--- src/rtl/gpio_seg_pkg.sv ---
// Shared definitions for the GPIO seven-segment path: scan FSM states,
// the all-segments-off pattern and the hex digit encoding table.
package gpio_seg_pkg;

    typedef enum logic [1:0] {
        IDLE  = 2'd0,
        BLANK = 2'd1,
        ON    = 2'd2
    } scan_state_t;

    // Active-low bus: every segment (and DP) dark.
    localparam logic [7:0] SEG_OFF = 8'hFF;

    // Hex nibble to active-low {DP,G,F,E,D,C,B,A} pattern, DP kept dark.
    function automatic logic [7:0] hex_to_seg(input logic [3:0] hex);
        logic [7:0] seg;
        case (hex)
            4'h0:    seg = 8'hC0;
            4'h1:    seg = 8'hF9;
            4'h2:    seg = 8'hA4;
            4'h3:    seg = 8'hB0;
            4'h4:    seg = 8'h99;
            4'h5:    seg = 8'h92;
            4'h6:    seg = 8'h82;
            4'h7:    seg = 8'hF8;
            4'h8:    seg = 8'h80;
            4'h9:    seg = 8'h90;
            4'hA:    seg = 8'h88;
            4'hB:    seg = 8'h83;
            4'hC:    seg = 8'hC6;
            4'hD:    seg = 8'hA1;
            4'hE:    seg = 8'h86;
            default: seg = 8'h8E;
        endcase
        return seg;
    endfunction

endpackage

--- src/rtl/gpio_scan_timer.sv ---
// Loadable down-counter timing the BLANK and ON phases of the scan.
// tc is high while the count sits at zero, i.e. on the last cycle of a phase.
module gpio_scan_timer
    import gpio_seg_pkg::*;
#(
    parameter int unsigned W = 8
) (
    input  logic         clock,
    input  logic         reset_n,
    input  logic         clr,
    input  logic         load,
    input  logic [W-1:0] load_val,
    output logic [W-1:0] count,
    output logic         tc
);

    // Count register: clear wins over load, load wins over decrement, hold at zero.
    always_ff @(posedge clock or negedge reset_n) begin
        if (!reset_n) begin
            count <= '0;
        end else if (clr) begin
            count <= '0;
        end else if (load) begin
            count <= load_val;
        end else if (count != '0) begin
            count <= count - 1'b1;
        end
    end

    // Terminal count flag.
    always_comb begin
        tc = (count == '0);
    end

endmodule

--- src/rtl/gpio_seg_scan.sv ---
// Time-multiplexed seven-segment scan controller: one shared active-low
// segment bus, one-hot active-low digit select, inter-digit blanking and
// 16-level brightness by lighting only the first part of each ON phase.
module gpio_seg_scan
    import gpio_seg_pkg::*;
#(
    parameter int unsigned NDIG      = 8,
    parameter int unsigned SCAN_DIV  = 1000,
    parameter int unsigned BLANK_CYC = 16
) (
    input  logic              clock,
    input  logic              reset_n,
    input  logic              en,
    input  logic [3:0]        bright,
    input  logic [NDIG*8-1:0] seg_in,
    output logic [7:0]        seg_out,
    output logic [NDIG-1:0]   dig_sel_n,
    output logic              frame_tick,
    output logic              busy
);

    localparam int unsigned DW     = (NDIG > 1) ? $clog2(NDIG) : 1;
    localparam int unsigned MAXLEN = (SCAN_DIV > BLANK_CYC) ? SCAN_DIV : BLANK_CYC;
    localparam int unsigned TW     = $clog2(MAXLEN);
    localparam int unsigned DUTY_W = $clog2(SCAN_DIV) + 5;
    localparam int unsigned CW     = (DUTY_W > TW) ? DUTY_W : TW;

    scan_state_t    state;
    scan_state_t    state_nx;
    logic [DW-1:0]  digit;
    logic           digit_adv;
    logic           wrap;
    logic           snap_en;
    logic [7:0]     snap_seg;
    logic [3:0]     snap_bright;
    logic [7:0]     cur_seg;
    logic [NDIG-1:0] sel_lit;
    logic           tmr_clr;
    logic           tmr_load;
    logic [TW-1:0]  tmr_val;
    logic [TW-1:0]  tmr_count;
    logic           tmr_tc;
    logic [CW-1:0]  duty;
    logic [CW-1:0]  thresh;
    logic           lit;

    gpio_scan_timer #(
        .W (TW)
    ) u_timer (
        .clock    (clock),
        .reset_n  (reset_n),
        .clr      (tmr_clr),
        .load     (tmr_load),
        .load_val (tmr_val),
        .count    (tmr_count),
        .tc       (tmr_tc)
    );

    // State register.
    always_ff @(posedge clock or negedge reset_n) begin
        if (!reset_n) begin
            state <= IDLE;
        end else begin
            state <= state_nx;
        end
    end

    // Next state and phase-timer control; en low drops to IDLE from anywhere.
    always_comb begin
        state_nx  = state;
        tmr_clr   = 1'b0;
        tmr_load  = 1'b0;
        tmr_val   = '0;
        snap_en   = 1'b0;
        digit_adv = 1'b0;
        case (state)
            IDLE: begin
                if (en) begin
                    state_nx = BLANK;
                    tmr_load = 1'b1;
                    tmr_val  = TW'(BLANK_CYC - 1);
                end else begin
                    tmr_clr = 1'b1;
                end
            end
            BLANK: begin
                if (!en) begin
                    state_nx = IDLE;
                    tmr_clr  = 1'b1;
                end else if (tmr_tc) begin
                    state_nx = ON;
                    tmr_load = 1'b1;
                    tmr_val  = TW'(SCAN_DIV - 1);
                    snap_en  = 1'b1;
                end
            end
            ON: begin
                if (!en) begin
                    state_nx = IDLE;
                    tmr_clr  = 1'b1;
                end else if (tmr_tc) begin
                    state_nx  = BLANK;
                    tmr_load  = 1'b1;
                    tmr_val   = TW'(BLANK_CYC - 1);
                    digit_adv = 1'b1;
                end
            end
            default: begin
                state_nx = IDLE;
                tmr_clr  = 1'b1;
            end
        endcase
    end

    // Wrap from the last digit back to digit 0 marks the frame boundary.
    always_comb begin
        wrap = digit_adv && (digit == DW'(NDIG - 1));
    end

    // Digit index: held at 0 in IDLE so a restart always begins at digit 0.
    always_ff @(posedge clock or negedge reset_n) begin
        if (!reset_n) begin
            digit <= '0;
        end else if (state_nx == IDLE) begin
            digit <= '0;
        end else if (digit_adv) begin
            digit <= wrap ? '0 : digit + 1'b1;
        end
    end

    // Select the current digit's pattern and build its one-hot select.
    always_comb begin
        cur_seg = SEG_OFF;
        sel_lit = '1;
        for (int unsigned i = 0; i < NDIG; i++) begin
            if (digit == DW'(i)) begin
                cur_seg    = seg_in[i*8 +: 8];
                sel_lit[i] = 1'b0;
            end
        end
    end

    // Snapshot pattern and brightness at ON entry; later input changes wait for the next digit.
    always_ff @(posedge clock or negedge reset_n) begin
        if (!reset_n) begin
            snap_seg    <= SEG_OFF;
            snap_bright <= '0;
        end else if (snap_en) begin
            snap_seg    <= cur_seg;
            snap_bright <= bright;
        end
    end

    // The timer counts down, so ON count c < duty is equivalent to count >= SCAN_DIV - duty.
    always_comb begin
        duty   = ((CW'(snap_bright) + CW'(1)) * CW'(SCAN_DIV)) >> 4;
        thresh = CW'(SCAN_DIV) - duty;
        lit    = en && (state == ON) && (CW'(tmr_count) >= thresh);
    end

    // Registered outputs; gating on en blanks the display in the cycle after en drops.
    always_ff @(posedge clock or negedge reset_n) begin
        if (!reset_n) begin
            seg_out    <= SEG_OFF;
            dig_sel_n  <= '1;
            frame_tick <= 1'b0;
            busy       <= 1'b0;
        end else begin
            seg_out    <= lit ? snap_seg : SEG_OFF;
            dig_sel_n  <= lit ? sel_lit : '1;
            frame_tick <= wrap;
            busy       <= (state_nx != IDLE);
        end
    end

endmodule

--- config.mk ---
export PLATFORM = sky130hd
export DESIGN_NAME = gpio_seg_scan
export DESIGN_NICKNAME = d
export VERILOG_FILES = /design/src/rtl/gpio_seg_pkg.sv /design/src/rtl/gpio_scan_timer.sv /design/src/rtl/gpio_seg_scan.sv
export SDC_FILE = /design/constraint.sdc
export NUM_CORES = 1
export LEC_CHECK = 0
export BUFFER_PORTS_ARGS = -buffer_cell sky130_fd_sc_hd__buf_2
export CAP_MARGIN = 30
export CORE_MARGIN = 2
export CORE_UTILIZATION = 48
export DETAILED_ROUTE_END_ITERATION = 8
export PLACE_DENSITY = 0.74
export SLEW_MARGIN = 20
export SYNTH_ARGS = -nofsm -noshare
export SYNTH_HDL_FRONTEND = slang
export SYNTH_SLANG_ARGS = --single-unit
--- constraint.sdc ---
create_clock -name clock -period 5.5 [get_ports clock]
set_input_delay 0.55 -clock clock [delete_from_list [all_inputs] [get_ports clock]]
set_output_delay 0.55 -clock clock [all_outputs]
set_load 0.005 [all_outputs]
After elaboration in Yosys (flattened, before gate mapping)

Cells that the tools add are included.

Add/sub/neg operators: 4
Multiply operators: 1
$lt $le $gt $ge: 1
Muxes and demuxes: 44
Reduce and logical (&&, ||, !) cells: 13
Equal/unequal tests: 9

Operators with widths:

| kind                   | number |
|---|---|
| $mux 8                 | 10 |
| $mux 10                | 5 |
| $pmux 10 s3            | 1 |
| $ge 10x15->1           | 1 |
| $mux 1                 | 15 |
| $eq 3x3->1 const B     | 4 |
| $mul 5x7->12 const B   | 1 |
| $mux 4                 | 3 |
| $sub 10x11->12 const A | 1 |
| $logic_not 10->1       | 1 |
| $mux 2                 | 5 |
| $reduce_bool 10->1     | 1 |
| $sub 10x1->10 const B  | 1 |
| $mux 3                 | 3 |
| $eq 3x2->1 const B     | 2 |
| $pmux 2 s3             | 1 |
| $add 4x1->5 const B    | 1 |
| $logic_not 2->1        | 2 |
| $reduce_bool 2->1      | 2 |
| $add 3x1->3 const B    | 1 |
| $eq 3x1->1 const B     | 1 |
| $logic_and 1x1->1      | 3 |
| $logic_not 3->1        | 1 |
| $reduce_bool 3->1      | 1 |
| other kinds (5)        | 5 |

Input bits: 71
Register bits after elaboration: 45
Logic and storage cells: 81

Depth between registers and ports, before layout

Depth in word-level cells: 9
Depth in mapped cells: 21

Modules after synthesis

Synthesis repeated with hierarchy kept, for this count alone.

Cell total of the unflattened synthesis: 421
Area, all modules: 3883.7 um^2

Modules (own cells, without submodules):

| module          | cells an instance | area an instance (um^2) | times used |
|---|---|---|---|
| gpio_seg_scan   | 356               | 3295.7                  | 1 |
| gpio_scan_timer | 65                | 588.1                   | 1 |

Least setup slack after synthesis

No wires, ideal clock.

Path type: reg-to-reg
From: register snap_bright[0]
To: register dig_sel_n[3]
Arrival time: 5.588 ns
Slack: -0.173 ns
Cell stages (with the launch flop): 22
Required time: 5.415 ns
Buffers on the path: 1
Cell sequence: dfrtp_1 -> ha_1 -> xnor2_1 -> inv_1 -> fa_1 -> fa_1 -> inv_1 -> fa_1 -> inv_1 -> ha_1 -> and2_4 -> a21boi_1 -> o41ai_4 -> xor2_2 -> xor2_1 -> ha_1 -> a2111oi_0 -> o21a_1 -> o31a_1 -> clkbuf_1 -> nor2_1 -> o2111ai_1

Word-level cells in the longest chain between the ends: 6

RTL lines:

| element                  | line                 | text |
|---|---|---|
| start: declaration       | gpio_seg_scan.sv:35  | `logic [3:0] snap_bright;` |
| start signal: assignment | gpio_seg_scan.sv:150 | `snap_bright <= bright;` |
| $add 4x1->5              | gpio_seg_scan.sv:156 | `duty = ((CW'(snap_bright) + CW'(1)) * CW'(SCAN_DIV)) >> 4;` |
| $mul 5x7->12             | gpio_seg_scan.sv:156 |  |
| $sub 10x11->12           | gpio_seg_scan.sv:157 | `thresh = CW'(SCAN_DIV) - duty;` |
| $ge 10x15->1             | gpio_seg_scan.sv:158 | `lit = en && (state == ON) && (CW'(tmr_count) >= thresh);` |
| $logic_and 1x1->1        | gpio_seg_scan.sv:158 |  |
| $mux 8                   | gpio_seg_scan.sv:170 | `dig_sel_n <= lit ? sel_lit : '1;` |
| end signal: assignment   | gpio_seg_scan.sv:170 |  |
| end: declaration         | gpio_seg_scan.sv:17  | `output logic [NDIG-1:0] dig_sel_n,` |

Every way passes these cells.
A chain may end at the register's enable or synchronous reset.

Final worst setup path

From: register snap_bright[1]
To: register dig_sel_n[2]

The elaborated chain is that of the path after synthesis.

==> results.cfg <==
[place]
dp_hpwl_um = 7908
port_buffers = 88
placed_area_sq_mm = 0.004747
gp_congestion = 0.8845
place_ws_ns = -0.01166

[drt]
vias = 3656
wirelength_um = 10030
drtAntennaViolNets = 0
drc = 0
vias_per_cell = 5.548
first_pass_iters = 4
post_drt_wl_per_cell_um = 15.22
drt_iter0_markers = 142

[grt]
overflow = 0
grt_pass1_vias = 3524
grt_max_degree = 37
antenna_found_initial = 0
grt_use_total_pct = 21.25
use_met2_pct = 36.00
met3_usage_pct = 2.878
grtUsageMet1_pct = 29.09
grt_pass1_wl_um = 16740
grt.busiest_layer = met2

[floorplanning]
rows = 33
die-area_sq_mm = 0.009444
io_pins = 89
start_util_pct = 50.22
die-width_um = 97.18
die_h_um = 97.18
coreArea_sq_mm = 0.008299

[finish]
area_growth_pct = 17.50
drive_gt1_share_pct = 29.96
num_antenna_cells = 0
fin_util_pct = 59.01
final_common_cell = buf_2
design_area_sq_mm = 0.004897
nNetsFinal = 679
layout_common_cells = buf_2 (88), ha_1 (43), nand2_1 (41)

[yosys]
synthCells = 468
netlist_area_sq_mm = 0.004168
synth_edf_count = 0
ys_warn_count = 0
ys_ff_latch = 45
postSynthAreaPerCell_sq_um = 8.905
async_flop_share_pct = 100.0
yosysUniqueCellTypes = 62
synth-main-ff-cell = dfstp_2
yosysSeqAreaShare_pct = 27.74
synth_nets = 594

[worst_setup_path]
cp_max_fo = 15
crit_arrival_ns = 5.44
slowest_delay_ns = 0.52
path_class = flop to flop
r2r_start = snap_bright[1]$_DFFE_PN0P_
cp-end-kind = flop
crit_start = snap_bright[1]$_DFFE_PN0P_
cpMaxStageDelayCell = fa_1
required_ns = 5.72
crit_chain = ha_2 > and3_2 > fa_2 > fa_1 > inv_1 > fa_1 > inv_1 > ha_2 > and2_4 > a21boi_1 > or3_1 > a22oi_1 > nor2_1 > ha_1 > nand4_1 > o31a_1 > buf_6 > nor4b_1 > o211ai_2
cp-start-kind = flop

[clock_network]
clk_path_buf_depth = 2
tritoncts = built
cts_root_buffer = clkbuf_8
cts_max_level = 2
cts_buffers = 5
cts_hold_buf = 0
clkTransAtPathRegs_ns = 0.09
clkLatencyLatePin_ns = 0.30
cts.sinks = 45

[sta]
relSlewSlack_pct = 47.73
skew_ns = 0.009328
setup_ws_ns = 0.2752
hold_violations = 0
fmax_mhz = 191.4
worst_pin_slew_ns = 0.7817
fin_tns_setup_ns = 0
maxSlewViolCount = 0
min_period_over_period_pct = 95.00
min_period_ns = 5.225
setup_viol = 0

[hold_path]
min_path_type = primary input to async pin

[outcome]
outcome = finished, final reports clean

[run]
cap_violations = 0
==> final timing paths <==
kind	to	slack, ns	depth (start not counted)
setup reg to reg	dig_sel_n[2]$_DFF_PN1_	0.28	19
hold reg to reg	snap_seg[1]$_DFFE_PN1P_	0.52	2
max in group asynchronous	seg_out[0]$_DFF_PN1_	4.72	2
setup / recovery	dig_sel_n[2]$_DFF_PN1_	0.28	19
hold / removal	busy$_DFF_PN0_	0.19	1
min in group clock	snap_bright[3]$_DFFE_PN0P_	0.45	3
==> logic make-up after synthesis <==
logic type	after synthesis	synth area share [%]
buf+inv	60	5.944
flops	45	27.74
fa+ha+maj	55	18.31
xor+xnor	22	5.314
simple gates	151	18.25
mux	3	0.7205
compound gates	132	23.72
==> routing by layer <==
metal  vias to the layer above  part of all wire [%]  wire [um]
met3                         9                   4.5        448
met2                       107                    48       4833
met4                         0                   1.1        109
met1                      1704                    46       4641
li1                       1836                     -          -
met5                         -                     0          0
==> worst max-delay path, delay by kind of cell (launching register included) <==
family,cells,cell delay [ns]
adder cells (fa/ha/maj),6,2.37
AO/OA/AOI/OAI,4,0.74
flip-flops,1,0.39
AND/OR/NAND/NOR,6,1.36
buffers and inverters,3,0.25
==> cells in the mapped netlist, types with 10 or more instances <==
| library cell | number | area share, % |
|---|---|---|
| nor2b_1 | 10 | 1.5 |
| xnor2_1 | 16 | 3.4 |
| nor2_1 | 40 | 3.6 |
| nand2_1 | 41 | 3.7 |
| o211ai_2 | 10 | 3.0 |
| dfstp_2 | 24 | 15 |
| inv_1 | 36 | 3.2 |
| ha_1 | 45 | 14 |
| o21ai_0 | 10 | 1.2 |
| a21oi_1 | 36 | 4.3 |
| clkbuf_1 | 17 | 1.5 |
| fa_1 | 10 | 4.8 |
| dfrtp_1 | 21 | 13 |
| nor3_1 | 15 | 1.8 |
==> flip-flops by register name, indices dropped and copies added, names as in the netlist <==
register       count
digit              3
u_timer.count     10
snap_bright        4
seg_out            8
dig_sel_n          8
busy               1
frame_tick         1
state              2
snap_seg           8
==> per-stage QoR <==
| stage | hold WS, ns | instances |
|---|---|---|
| after global routing | 0.2188 | 659 |
| final | 0.1916 | 659 |
| after global placement | 0.4926 | 648 |
| after floorplan | 0.2544 | 468 |
| after CTS | 0.2108 | 657 |
| after detailed placement | 0.5060 | 649 |
==> area by class of cell <==
| class | instances | area, sq um |
|---|---|---|
| Clock buffer | 7 | 86.33 |
| Tap cell | 105 | 131.4 |
| Sequential cell | 45 | 1157 |
| Multi-Input combinational cell | 363 | 2811 |
| Inverter | 36 | 135.1 |
| Clock inverter | 1 | 6.256 |
| Fill cell | 721 | 3402 |
| Timing Repair Buffer | 102 | 569.3 |
==> timing repair <==
action	in CTS	in global routing
setup endpoints to repair	1	16
setup buffers	0	1
pin swaps	0	2
gates resized for setup	1	10
Power is left out: the tool's default activity adds up to more than one toggle a clock period on the data nets, which glitch-free logic cannot reach.
